$ cat config.mk
export PLATFORM = sky130hd
export DESIGN_NAME = psram_rom_loader
export DESIGN_NICKNAME = d
export VERILOG_FILES = /design/src/rtl/psram_rom_loader.sv
export SDC_FILE = /design/constraint.sdc
export NUM_CORES = 1
export LEC_CHECK = 0
export BUFFER_PORTS_ARGS = -buffer_cell sky130_fd_sc_hd__clkbuf_2
export CAP_MARGIN = 10
export CORE_MARGIN = 2
export CORE_UTILIZATION = 50
export DETAILED_ROUTE_END_ITERATION = 10
export GPL_ROUTABILITY_DRIVEN = 0
export PLACE_DENSITY = 0.72
export SKIP_LAST_GASP = 1
export SYNTH_ARGS = -nofsm -noshare
export SYNTH_HDL_FRONTEND = slang
export SYNTH_SLANG_ARGS = --single-unit
export TNS_END_PERCENT = 50
$ cat constraint.sdc
create_clock -name clk -period 8.9 [get_ports clk]
set_input_delay 0.89 -clock clk [delete_from_list [all_inputs] [get_ports clk]]
set_output_delay 0.89 -clock clk [all_outputs]
set_load 0.01 [all_outputs]
$ cat src/rtl/psram_rom_loader.sv
// ---------------------------------------------------------------------------
// psram_rom_loader
//
// Boot-time image loader placed in front of the PSRAM byte controller.
// A ROM image arrives as a byte stream over valid/ready and is written
// sequentially into PSRAM starting at BASE_ADDR. When VERIFY is set, the
// image is then read back and its additive (mod-256) checksum is compared
// with the checksum of the bytes written. cart_enable rises only once the
// image is in place and good.
//
// Ports
//   clk, reset          system clock, synchronous active-high reset
//   start, image_len    load request pulse and image byte count (0 = empty)
//   src_valid/ready     byte stream from the flash/UART reader, src_data byte
//   psram_*_req         one-cycle read/write requests, psram_addr/psram_wdata
//   psram_rdata/valid   returned read byte, valid for one cycle
//   psram_busy          byte controller busy
//   loading             high while a load/verify is in progress
//   cart_enable         high once the image is loaded (and verified)
//   error, err_code     failure flag; 1 = ack timeout, 2 = checksum mismatch
//   byte_count          bytes written (load phase) / read (verify phase)
// ---------------------------------------------------------------------------
module psram_rom_loader #(
  parameter logic [21:0] BASE_ADDR   = 22'h000000,
  parameter bit          VERIFY      = 1'b1,
  parameter int          ACK_TIMEOUT = 15
) (
  input  logic        clk,
  input  logic        reset,
  input  logic        start,
  input  logic [21:0] image_len,
  input  logic        src_valid,
  input  logic [7:0]  src_data,
  output logic        src_ready,
  output logic        psram_read_req,
  output logic        psram_write_req,
  output logic [21:0] psram_addr,
  output logic [7:0]  psram_wdata,
  input  logic [7:0]  psram_rdata,
  input  logic        psram_data_valid,
  input  logic        psram_busy,
  output logic        loading,
  output logic        cart_enable,
  output logic        error,
  output logic [1:0]  err_code,
  output logic [21:0] byte_count
);

  localparam int TW = (ACK_TIMEOUT > 1) ? $clog2(ACK_TIMEOUT + 1) : 1;
  // Last value of the ack counter before giving up; the counter starts at 0
  // in the request-pulse cycle, so ACK_TIMEOUT cycles are examined in total.
  localparam logic [TW-1:0] TMO_LAST = TW'(ACK_TIMEOUT - 1);

  localparam logic [1:0] ERR_NONE = 2'd0;
  localparam logic [1:0] ERR_ACK  = 2'd1;
  localparam logic [1:0] ERR_SUM  = 2'd2;

  typedef enum logic [3:0] {
    S_IDLE,
    S_LOAD_SRC,
    S_WR_REQ,
    S_WR_ACK,
    S_WR_END,
    S_RD_REQ,
    S_RD_ACK,
    S_RD_DATA,
    S_CHECK,
    S_FINISH,
    S_DONE,
    S_ERROR
  } state_t;

  state_t         state_q, state_d;
  logic [21:0]    len_q, len_d;
  logic [21:0]    cnt_q, cnt_d;
  logic [7:0]     sum_wr_q, sum_wr_d;
  logic [7:0]     sum_rd_q, sum_rd_d;
  logic [7:0]     byte_q, byte_d;
  logic [TW-1:0]  tmo_q, tmo_d;
  logic [21:0]    addr_q, addr_d;
  logic [7:0]     wdata_q, wdata_d;
  logic           wr_req_q, wr_req_d;
  logic           rd_req_q, rd_req_d;
  logic           src_ready_q, src_ready_d;
  logic           loading_q, loading_d;
  logic           cart_q, cart_d;
  logic           err_q, err_d;
  logic [1:0]     code_q, code_d;

  logic [21:0]    cnt_inc;

  assign cnt_inc = cnt_q + 22'd1;

  // -------------------------------------------------------------------------
  // Next-state and next-output logic
  // -------------------------------------------------------------------------
  always_comb begin
    state_d     = state_q;
    len_d       = len_q;
    cnt_d       = cnt_q;
    sum_wr_d    = sum_wr_q;
    sum_rd_d    = sum_rd_q;
    byte_d      = byte_q;
    tmo_d       = tmo_q;
    addr_d      = addr_q;
    wdata_d     = wdata_q;
    wr_req_d    = 1'b0;
    rd_req_d    = 1'b0;
    src_ready_d = 1'b0;
    loading_d   = loading_q;
    cart_d      = cart_q;
    err_d       = err_q;
    code_d      = code_q;

    unique case (state_q)
      S_IDLE, S_DONE, S_ERROR: begin
        if (start) begin
          len_d     = image_len;
          cnt_d     = 22'd0;
          sum_wr_d  = 8'd0;
          sum_rd_d  = 8'd0;
          tmo_d     = '0;
          code_d    = ERR_NONE;
          err_d     = 1'b0;
          cart_d    = 1'b0;
          loading_d = 1'b1;
          if (image_len == 22'd0) begin
            state_d = S_FINISH;
          end else begin
            state_d     = S_LOAD_SRC;
            src_ready_d = 1'b1;
          end
        end
      end

      // src_ready is a registered copy of "state is LOAD_SRC"
      S_LOAD_SRC: begin
        src_ready_d = 1'b1;
        if (src_valid) begin
          byte_d      = src_data;
          sum_wr_d    = sum_wr_q + src_data;
          src_ready_d = 1'b0;
          state_d     = S_WR_REQ;
        end
      end

      S_WR_REQ: begin
        if (!psram_busy) begin
          wr_req_d = 1'b1;
          addr_d   = BASE_ADDR + cnt_q;
          wdata_d  = byte_q;
          tmo_d    = '0;
          state_d  = S_WR_ACK;
        end
      end

      S_WR_ACK: begin
        if (psram_busy) begin
          state_d = S_WR_END;
        end else if (tmo_q == TMO_LAST) begin
          state_d   = S_ERROR;
          err_d     = 1'b1;
          code_d    = ERR_ACK;
          loading_d = 1'b0;
        end else begin
          tmo_d = tmo_q + TW'(1);
        end
      end

      S_WR_END: begin
        if (!psram_busy) begin
          cnt_d = cnt_inc;
          if (cnt_inc == len_q) begin
            if (VERIFY) begin
              // byte_count restarts to track bytes read back
              cnt_d   = 22'd0;
              state_d = S_RD_REQ;
            end else begin
              state_d = S_FINISH;
            end
          end else begin
            state_d     = S_LOAD_SRC;
            src_ready_d = 1'b1;
          end
        end
      end

      S_RD_REQ: begin
        if (!psram_busy) begin
          rd_req_d = 1'b1;
          addr_d   = BASE_ADDR + cnt_q;
          tmo_d    = '0;
          state_d  = S_RD_ACK;
        end
      end

      // A controller may return the byte before busy is observed; accept it
      // here as both the acknowledge and the data.
      S_RD_ACK: begin
        if (psram_data_valid) begin
          sum_rd_d = sum_rd_q + psram_rdata;
          cnt_d    = cnt_inc;
          state_d  = (cnt_inc == len_q) ? S_CHECK : S_RD_REQ;
        end else if (psram_busy) begin
          state_d = S_RD_DATA;
        end else if (tmo_q == TMO_LAST) begin
          state_d   = S_ERROR;
          err_d     = 1'b1;
          code_d    = ERR_ACK;
          loading_d = 1'b0;
        end else begin
          tmo_d = tmo_q + TW'(1);
        end
      end

      S_RD_DATA: begin
        if (psram_data_valid) begin
          sum_rd_d = sum_rd_q + psram_rdata;
          cnt_d    = cnt_inc;
          state_d  = (cnt_inc == len_q) ? S_CHECK : S_RD_REQ;
        end
      end

      S_CHECK: begin
        if (sum_rd_q == sum_wr_q) begin
          state_d = S_FINISH;
        end else begin
          state_d   = S_ERROR;
          err_d     = 1'b1;
          code_d    = ERR_SUM;
          loading_d = 1'b0;
        end
      end

      S_FINISH: begin
        state_d   = S_DONE;
        cart_d    = 1'b1;
        loading_d = 1'b0;
      end

      default: begin
        state_d = S_IDLE;
      end
    endcase
  end

  // -------------------------------------------------------------------------
  // State and output registers
  // -------------------------------------------------------------------------
  always_ff @(posedge clk) begin
    if (reset) begin
      state_q     <= S_IDLE;
      len_q       <= 22'd0;
      cnt_q       <= 22'd0;
      sum_wr_q    <= 8'd0;
      sum_rd_q    <= 8'd0;
      byte_q      <= 8'd0;
      tmo_q       <= '0;
      addr_q      <= 22'd0;
      wdata_q     <= 8'd0;
      wr_req_q    <= 1'b0;
      rd_req_q    <= 1'b0;
      src_ready_q <= 1'b0;
      loading_q   <= 1'b0;
      cart_q      <= 1'b0;
      err_q       <= 1'b0;
      code_q      <= ERR_NONE;
    end else begin
      state_q     <= state_d;
      len_q       <= len_d;
      cnt_q       <= cnt_d;
      sum_wr_q    <= sum_wr_d;
      sum_rd_q    <= sum_rd_d;
      byte_q      <= byte_d;
      tmo_q       <= tmo_d;
      addr_q      <= addr_d;
      wdata_q     <= wdata_d;
      wr_req_q    <= wr_req_d;
      rd_req_q    <= rd_req_d;
      src_ready_q <= src_ready_d;
      loading_q   <= loading_d;
      cart_q      <= cart_d;
      err_q       <= err_d;
      code_q      <= code_d;
    end
  end

  assign src_ready       = src_ready_q;
  assign psram_write_req = wr_req_q;
  assign psram_read_req  = rd_req_q;
  assign psram_addr      = addr_q;
  assign psram_wdata     = wdata_q;
  assign loading         = loading_q;
  assign cart_enable     = cart_q;
  assign error           = err_q;
  assign err_code        = code_q;
  assign byte_count      = cnt_q;

endmodule
Word-level counts from Yosys, hierarchy flattened
Index checks and enable logic that the tools add are counted.
{ "op_classes": {"addsub": 4, "reduce_logical": 26, "n_mux": 57, "n_eq_ne": 24, "bitwise_logic": 3} }
{ "ops": {"columns": ["operator", "n"], "rows": [
  ["$mux W22", 4],
  ["$mux W4", 17],
  ["$pmux W22 S3", 1],
  ["$pmux W4 S10", 1],
  ["$pmux W8 S2", 2],
  ["$mux W8", 3],
  ["$add A22 B1 Y22 const B", 1],
  ["$eq A22 B22 Y1", 1],
  ["$logic_not A22 Y1", 1],
  ["$eq A4 B4 Y1 const B", 5],
  ["$ne A2 B2 Y1 const B", 9],
  ["$add A8 B8 Y8", 2],
  ["$eq A4 B3 Y1 const B", 4],
  ["$mux W1", 16],
  ["$pmux W4 S4", 1],
  ["$reduce_and A4 Y1", 4],
  ["$mux W2", 6],
  ["$reduce_and A2 Y1", 5],
  ["$eq A4 B2 Y1 const B", 2],
  ["$eq A8 B8 Y1", 1],
  ["$pmux W2 S4", 1],
  ["$reduce_bool A4 Y1", 2],
  ["$reduce_or A2 Y1", 4],
  ["$reduce_and A3 Y1", 2],
  ["other kinds (15)", 19]
]} }
{ "totals": {"output_inout_bits": 60, "ff_bits": 114, "input_bits": 44, "wordCells": 130} }

Longest topological paths before layout
Gate-level depths: netlist of run 1.
{ "logic_depth": {"word_depth": 5, "ltp_mapped": 13, "depth_no_buf": 11} }

Least setup slack after synthesis of run 1
No wires, ideal clock.
{ "synth_timing": {"path_type": "reg2reg", "from": "register cnt_q[0] (netlist: byte_count[0])", "to": "register state_q[2]", "t_arrival_ps": 3117, "period_less_slack_ps": 3188, "t_required_ps": 8830, "setup_slack_ps": 5712, "stages_incl_launch_ff": 11, "path_buffers": 0, "cell_sequence": "dfxtp_1 > ha_1 > nand3_2 > or3_4 > or4_1 > a21oi_1 > nand4_1 > or4_1 > mux2i_1 > or3_1 > a21oi_1"} }
{ "synth_via": {"elab_chain_cells": 5, "elab_cells_between_ends": 8, "classes_between": "add/sub (1); eq/ne (1); mux (6)"} }
{ "synth_lines": {"columns": ["element", "line_no", "rtl"], "rows": [
  ["from (decl)", "75", "logic [21:0] cnt_q, cnt_d;"],
  ["from (signal assigned)", "271", "cnt_q <= cnt_d;"],
  ["$add A22 B1 Y22 *", "92", "assign cnt_inc = cnt_q + 22'd1;"],
  ["$eq A22 B22 Y1 *", "173, 203, 220", null],
  ["$mux W4 / $mux W3 (equally long branches)", "203, 220, 173", null],
  ["$mux W4, on equally long branches", "217, 171, 200", null],
  ["$pmux W4 S10 *", "115", "unique case (state_q)"],
  ["to (signal assigned)", "269", "state_q <= state_d;"],
  ["to (decl)", "73", "state_t state_q, state_d;"]
]} }
Mark *: on every way between the ends. The rest lies on a longest branch, timed or not. The select of a mux whose other input is x is not followed.
A chain may end at the register's enable or synchronous reset.

Worst setup path after layout of run 1
{ "layout_timing": {"from": "register cnt_q[0] (netlist: byte_count[0])", "to": "register cnt_q[10] (netlist: byte_count[10])"} }
{ "layout_via": {"elab_chain_cells": 5, "elab_cells_between_ends": 6, "classes_between": "add/sub (1); eq/ne (1); mux (4)"} }
{ "layout_lines": {"columns": ["element", "line_no", "rtl"], "rows": [
  ["$add A22 B1 Y22 *", "92", null],
  ["$eq A22 B22 Y1", "173", "if (cnt_inc == len_q) begin"],
  ["$mux W22", "173", null],
  ["$mux W22", "171", "if (!psram_busy) begin"],
  ["$pmux W22 S3 *", "115", null]
]} }
Marks and branches as above.

==> results of run 1 <==
worst max-delay path, delay by kind of cell (launching register included):
kind,cells,cell delay (ns)
AO/OA/AOI/OAI,4,0.77
adder cells (fa/ha/maj),1,0.35
buffers and inverters,1,0.22
flip-flops,1,0.46
AND/OR/NAND/NOR,5,1.60
final cells by class:
class	instances	area, um2	area share
clock buffers	18	439.2	0.06105
clock inverters	14	130.1	0.01809
inverters	15	56.30	0.007827
multi-input cells	580	3556	0.4943
flip-flops and latches	114	2282	0.3173
well taps	147	183.9	0.02557
repair buffers	107	545.5	0.07584
synthesized netlist by cell type, types with 10 or more instances:
library cell    n  area, um2
nand3_1        12      60.06
xor2_1         19      166.4
dfxtp_1       114       2282
nor2_1         89      334.1
nor3_1         11      55.05
a21o_1         19      142.6
o22ai_1        10      62.56
a21oi_1        72      360.4
or3_1          12      75.07
nand2_1       100      375.4
ha_1           17      212.7
nor4_1         11      68.82
nor2b_1        12      75.07
o21ai_0        26      130.1
mux2i_1        28      280.3
clkbuf_1       38      142.6
a22oi_1        12      90.09
nand4_1        14      87.58
inv_1          15      56.30
xnor2_1        25      219.0
report_power, final:
part	total (uW)	switching [uW]	internal [uW]
Clock	650	257	393
Sequential	596	48.3	548
Combinational	432	278	154
Total	1680	583	1090
metal layers:
metal	up-vias	GRT usage	part of all wire
met5	-	0	0
met2	245	0.4402	0.48
met3	31	0.05929	0.069
met4	0	0.1049	0.021
li1	2856	-	-
met1	2778	0.3229	0.43
through the flow:
step | cell area, um2 | util | power [uW]
4_1_cts | 7193 | 0.6014 | 1680
2_1_floorplan | 6108 | - | 920.2
5_1_grt | 7193 | 0.6014 | 1760
6_report | 7193 | 0.6014 | 1678
3_5_place_dp | 6624 | 0.5538 | 1031
3_3_place_gp | 6624 | 0.5538 | 1017
final timing paths:
path,cells after the start,startpoint,end,slack (ns)
setup / recovery,11,byte_count[0],byte_count[10],5.35
hold / removal,2,byte_q[2],byte_q[2],0.46
setup reg to reg,11,byte_count[0],byte_count[10],5.35
hold reg to reg,2,byte_q[2],byte_q[2],0.46
sequential cells by signal (all words and copies together) (netlist names), 4 cells and up:
name,count
state_q,4
sum_rd_q,8
psram_wdata,8
byte_q,8
tmo_q,4
len_q,22
byte_count,22
sum_wr_q,8
psram_addr,22
cell families after synthesis:
| logic type | Yosys count |
|---|---|
| AO/OA/AOI/OAI | 192 |
| buffers and inverters | 65 |
| multiplexers | 28 |
| AND/OR/NAND/NOR | 297 |
| adder cells (fa/ha/maj) | 19 |
| XOR/XNOR | 44 |
| flip-flops | 114 |
==> flow_summary_export.csv, run 1 <==
group,metric,value,unit
finish,antenna_cells,0,
synth,synthXorXnorAreaFrac,0.06309,
worst_setup_path,crit_path_start_kind,"flop",
timing,hold_violations,0,
run,drv_cap,0,
route,routed_wl,16.70,mm
finish,areaGrowthSynthToFinish,17.76,%
clocking,cts_buffers,17,
worst_setup_path,slowest_delay,0.52,ns
place,dp.cells,963,
finish,num-fill-cells,1088,
synth,synth-async-reset-ratio,0,
clocking,clockRootBuffer,"clkbuf_16",
timing,skew,0.004452,ns
min_path,hold_class,"flop to flop",
place,dpl.hpwl,12.02,mm
worst_setup_path,crit_slowest_cell,"or4_1",
finish,drive_above_1_share,0.1733,
timing,hold_slack,0.4564,ns
floorplan,row_count,40,
global_routing,first_global_vias,5477,
synth,syn_area,0.006108,mm2
floorplan,ios,104,
clocking,clkTransAtPathRegs,0.06,ns
timing,finalWorstSetupSlack,5.347,ns
power,ir_drop,0.1156,mV
clocking,post_cts_buffers,0,
run_status,status,"complete, no violations",
synth,synthAdderAreaFrac,0.04138,
synth,ys.flop_type,"dfxtp_1",
route,drt_iter0_markers,571,
finish,mostFrequentLayoutCells,"dfxtp_1, clkbuf_2, nand2_1",
timing,relSlewSlack,0.2366,
worst_setup_path,critPathMaxFanout,21,
route,route.vias.total,5910,
worst_setup_path,cp_cell_sequence,"ha_1 -> nand3_2 -> or3_4 -> or4_1 -> a21oi_1 -> nand4_1 -> o41ai_4 -> a211oi_2 -> buf_4 -> nand2_1 -> o311ai_0",
worst_setup_path,endpoint_kind,"flop",
floorplan,core,0.01196,mm2
synth,synth.area.mux_share,0.04588,
synth,synth_top_family_by_area,"simple AND/OR/NAND/NOR gates",
floorplan,dieArea,0.01312,mm2
clocking,cts_max_level,4,
route,ant_nets,0,
synth,ys_ff_latch,114,
global_routing,antenna_found_initial,0,
floorplan,fp.dieH,114.5,um
floorplan,initial_utilization,0.5107,
global_routing,gr-total-overflow,0,
clocking,ctsResizeCount,0,
timing,period_needed,3.553,ns
synth,synth_simple_gate_area_frac,0.2292,
timing,fin_crit_sh,0.3992,
global_routing,grt_usage,0.2613,
global_routing,grt_max_degree,93,
finish,final_common_cell,"dfxtp_1",
timing,worst_pin_slew,1.133,ns
place,io_buffers,103,
synth,ys_types,61,
timing,fin_tns_setup,0,ns
synth,ys_warn_count,0,
clocking,cts_sinks,114,
synth,synth-compound-area-share,0.2026,
finish,nets,898,
route,drc,0,
worst_setup_path,worstPathRequired,9.17,ns
synth,synth_edf_count,0,
timing,rsz0062_at_grt,"no",
floorplan,dieWidth,114.5,um
route,viasPerCell,5.940,
worst_setup_path,arrival,3.83,ns
worst_setup_path,crit_type,"flop to flop",
synth,ys_seq_area_frac,0.3736,
finish,instances_no_fill,995,
synth,syn_nets,822,
global_routing,grt_pass1_wl,27.10,mm
clocking,clk_latency,0.42,ns
clocking,hold_buffers,0,
timing,timing.fmax,0.2814,GHz
clocking,cts_tree,"built",
timing,slew_viol_final,0,
synth,synthCells,759,
timing,setup_viol,0,
place,dp_slack,5.393,ns
power,p_leak,0.003085,uW
power,cellPowerDensity,233.2,mW/mm2
clocking,clk_path_buf_depth,2,
route,wire_per_inst,16.78,um
route,first_pass_iters,7,
synth,avgSynthCellArea,8.048,um2
Power figures use the tool's default switching activity.
==> inputs of run 2 (changes only) <==
- ABC_AREA: not set -> 1
- PLACE_DENSITY: 0.72 -> 0.75
- clock period: 8.9 -> 3.1 ns (I/O delays scaled with it)
==> flow_summary_export.csv, run 2 <==
group,metric,value,unit
run_status,status,"complete, no violations",
clocking,cts_tree,"built",
synth,syn_area,0.006520,mm2
worst_setup_path,crit_path_start_kind,"flop",
timing,rsz0062_at_grt,"no",
clocking,cts_buffers,17,
place,io_buffers,103,
worst_setup_path,critPathMaxFanout,21,
synth,synth_most_common_cell,"nand2_1",
route,routed_wl,18.16,mm
floorplan,dieWidth,118.2,um
clocking,clockRootBuffer,"clkbuf_16",
global_routing,antenna_found_initial,0,
worst_setup_path,rrSetupSlack,0.34,ns
timing,hold_violations,0,
worst_setup_path,rr_worst_depth,20,
finish,antenna_cells,0,
clocking,hold_buffers,0,
clocking,cts_max_level,4,
route,viasPerCell,5.276,
min_path,hold_start,"image_len[10]",
finish,final_common_cell,"nand2_1",
clocking,clk_path_buf_depth,2,
finish,areaGrowthSynthToFinish,21.13,%
power,p_leak,0.003510,uW
min_path,hold_class,"input pin to flop",
power,cellPowerDensity,721.0,mW/mm2
floorplan,initial_utilization,0.5146,
finish,mostFrequentLayoutCells,"nand2_1, inv_1, dfxtp_1",
timing,fin_crit_sh,0.8898,
min_path,min_path_cells,3,
global_routing,gr-total-overflow,0,
route,drt_iter0_markers,480,
synth,synth.top_cell.area_share,0.3500,
synth,ys_ff_latch,114,
finish,num-fill-cells,1217,
route,wire_per_inst,14.00,um
synth,netlist_top_cells_area,"dfxtp_1, nand2_1, a21oi_1, nand3_1, inv_1",
run,drv_cap,0,
synth,ys.flop_type,"dfxtp_1",
route,ant_nets,0,
synth,ys_warn_count,0,
worst_setup_path,rr_startpoint,"byte_count[0]",
clocking,clkTransAtPathRegs,0.05,ns
clocking,cts_sinks,114,
floorplan,row_count,41,
clocking,clk_latency,0.43,ns
worst_setup_path,crit_type,"flop to flop",
timing,setup_viol,0,
route,wl_met1,7.730,mm
timing,period_needed,2.758,ns
worst_setup_path,worstPathRequired,3.39,ns
finish,drive_above_1_share,0.1778,
synth,ys_top_cells_by_count,"nand2_1, inv_1, dfxtp_1",
route,first_pass_iters,6,
timing,timing.fmax,0.3625,GHz
place,dpl.hpwl,13.17,mm
finish,instances_no_fill,1297,
floorplan,core,0.01267,mm2
timing,worst_pin_slew,0.8582,ns
worst_setup_path,arrival,3.04,ns
global_routing,grt_pass1_wl,29.90,mm
global_routing,grt_max_degree,78,
power,ir_drop,0.4635,mV
synth,synth-async-reset-ratio,0,
route,dr_wl_met2,8.599,mm
synth,avgSynthCellArea,6.501,um2
place,dp.cells,1265,
synth,ys_types,39,
synth,synth_edf_count,0,
floorplan,fp.dieH,118.2,um
worst_setup_path,r2r_end,"byte_count[5]",
global_routing,first_global_vias,6361,
route,routed.top_layer,"met4",
synth,ys_seq_area_frac,0.3500,
timing,slew_viol_final,0,
floorplan,dieArea,0.01397,mm2
timing,hold_slack,0.1202,ns
floorplan,ios,104,
finish,nets,1175,
synth,yosysTopAreaCell,"dfxtp_1",
route,route.vias.total,6843,
timing,relSlewSlack,0.4278,
route,drc,0,
timing,skew,0.004837,ns
synth,synthCells,1003,
synth,syn_nets,1066,
timing,fin_tns_setup,0,ns
global_routing,grt_usage,0.2659,
min_path,worstHoldEndpoint,"len_q[10]",
worst_setup_path,endpoint_kind,"flop",
route,route.met3.wl,1.174,mm
## run 2: changes by cell type after synthesis, sizes merged, moves of 13 or more
cell   change
a21o      -19
a21oi     +37
inv      +104
mux2i     -28
nand2    +175
nand3     +87
nor2      +25
o21ai     +16
or3       -13
xnor2     -17
xor2      -15
## run 2: where the power goes
| part | internal, uW | leakage [uW] | switching (uW) | total, uW |
|---|---|---|---|---|
| Combinational | 548 | 0.00228 | 1170 | 1720 |
| Sequential | 1700 | 0.000927 | 193 | 1890 |
| Clock | 1390 | 0.000304 | 695 | 2080 |
## run 2: routing by layer
layer  global-route usage  vias to the layer above
met5                    0                        -
li1                     -                     3488
met3              0.06322                       46
met4               0.1370                        0
met1               0.3127                     3090
met2               0.4494                      219
## run 2: layout make-up
cell class | count | area [um2] | area share
multi-input cells | 736 | 3649 | 0.4620
flip-flops and latches | 114 | 2283 | 0.2891
repair buffers | 123 | 665.6 | 0.08428
clock buffers | 24 | 511.7 | 0.06480
inverters | 120 | 450.4 | 0.05703
well taps | 172 | 215.2 | 0.02725
clock inverters | 8 | 122.6 | 0.01553
## run 2: worst max-delay path: stages (launching register included)
cell     delay, ns
dfxtp_1       0.41
ha_1          0.23
nand2_2       0.11
nor2_4        0.20
nand2_2       0.11
nand2_1       0.10
nand2_1       0.09
nand2_1       0.07
nand2_1       0.07
nor2_1        0.10
nand2_1       0.05
nor2_1        0.16
nand2_1       0.08
nor2_2        0.13
nand2_2       0.10
nand2_2       0.08
nand2_4       0.21
nand2_1       0.15
nor2_1        0.05
nor2_1        0.08
nor2_1        0.04
## run 2: cell families (layout without fill, tap and decap cells)
family,count (synthesis),count (layout),synth area share
AOI/OAI and AO/OA,164,164,0.1299
xor gates and xnor gates,12,12,0.01612
adders and majority gates,19,19,0.03876
buffers and inverters,153,275,0.09077
DFF,114,114,0.3500
and+or+nand+nor,541,541,0.3744
## run 2: worst max-delay path by stage
stage | start | endpoint | slack, ns | depth (start not counted)
after detailed placement | byte_count[1] | byte_count[5] | 0.30 | 20
final | byte_count[0] | byte_count[5] | 0.34 | 20
after global placement | byte_count[1] | byte_count[5] | 0.37 | 20
after floorplan | byte_count[1] | byte_count[20] | 0.84 | 19
after CTS | byte_count[1] | byte_count[5] | 0.27 | 20
after global routing | byte_count[0] | byte_count[5] | 0.02 | 20
## run 2: repair_timing
action / CTS / global route
gates resized for setup: 0 / 1
setup buffers: 0 / 0
endpoints found under the hold margin: 0 / 0
setup endpoints to repair: 0 / 2
## run 2: per-stage QoR
stage | total power [uW] | worst slack, ns | instance area [um2] | util
after global placement | 3585 | 0.3662 | 7262 | 0.5731
after detailed placement | 3604 | 0.3029 | 7262 | 0.5731
final | 5694 | 0.3417 | 7898 | 0.6233
after CTS | 5694 | 0.2692 | 7896 | 0.6232
after global routing | 6062 | 0.02411 | 7898 | 0.6233
after floorplan | 3137 | 0.8366 | 6520 | -
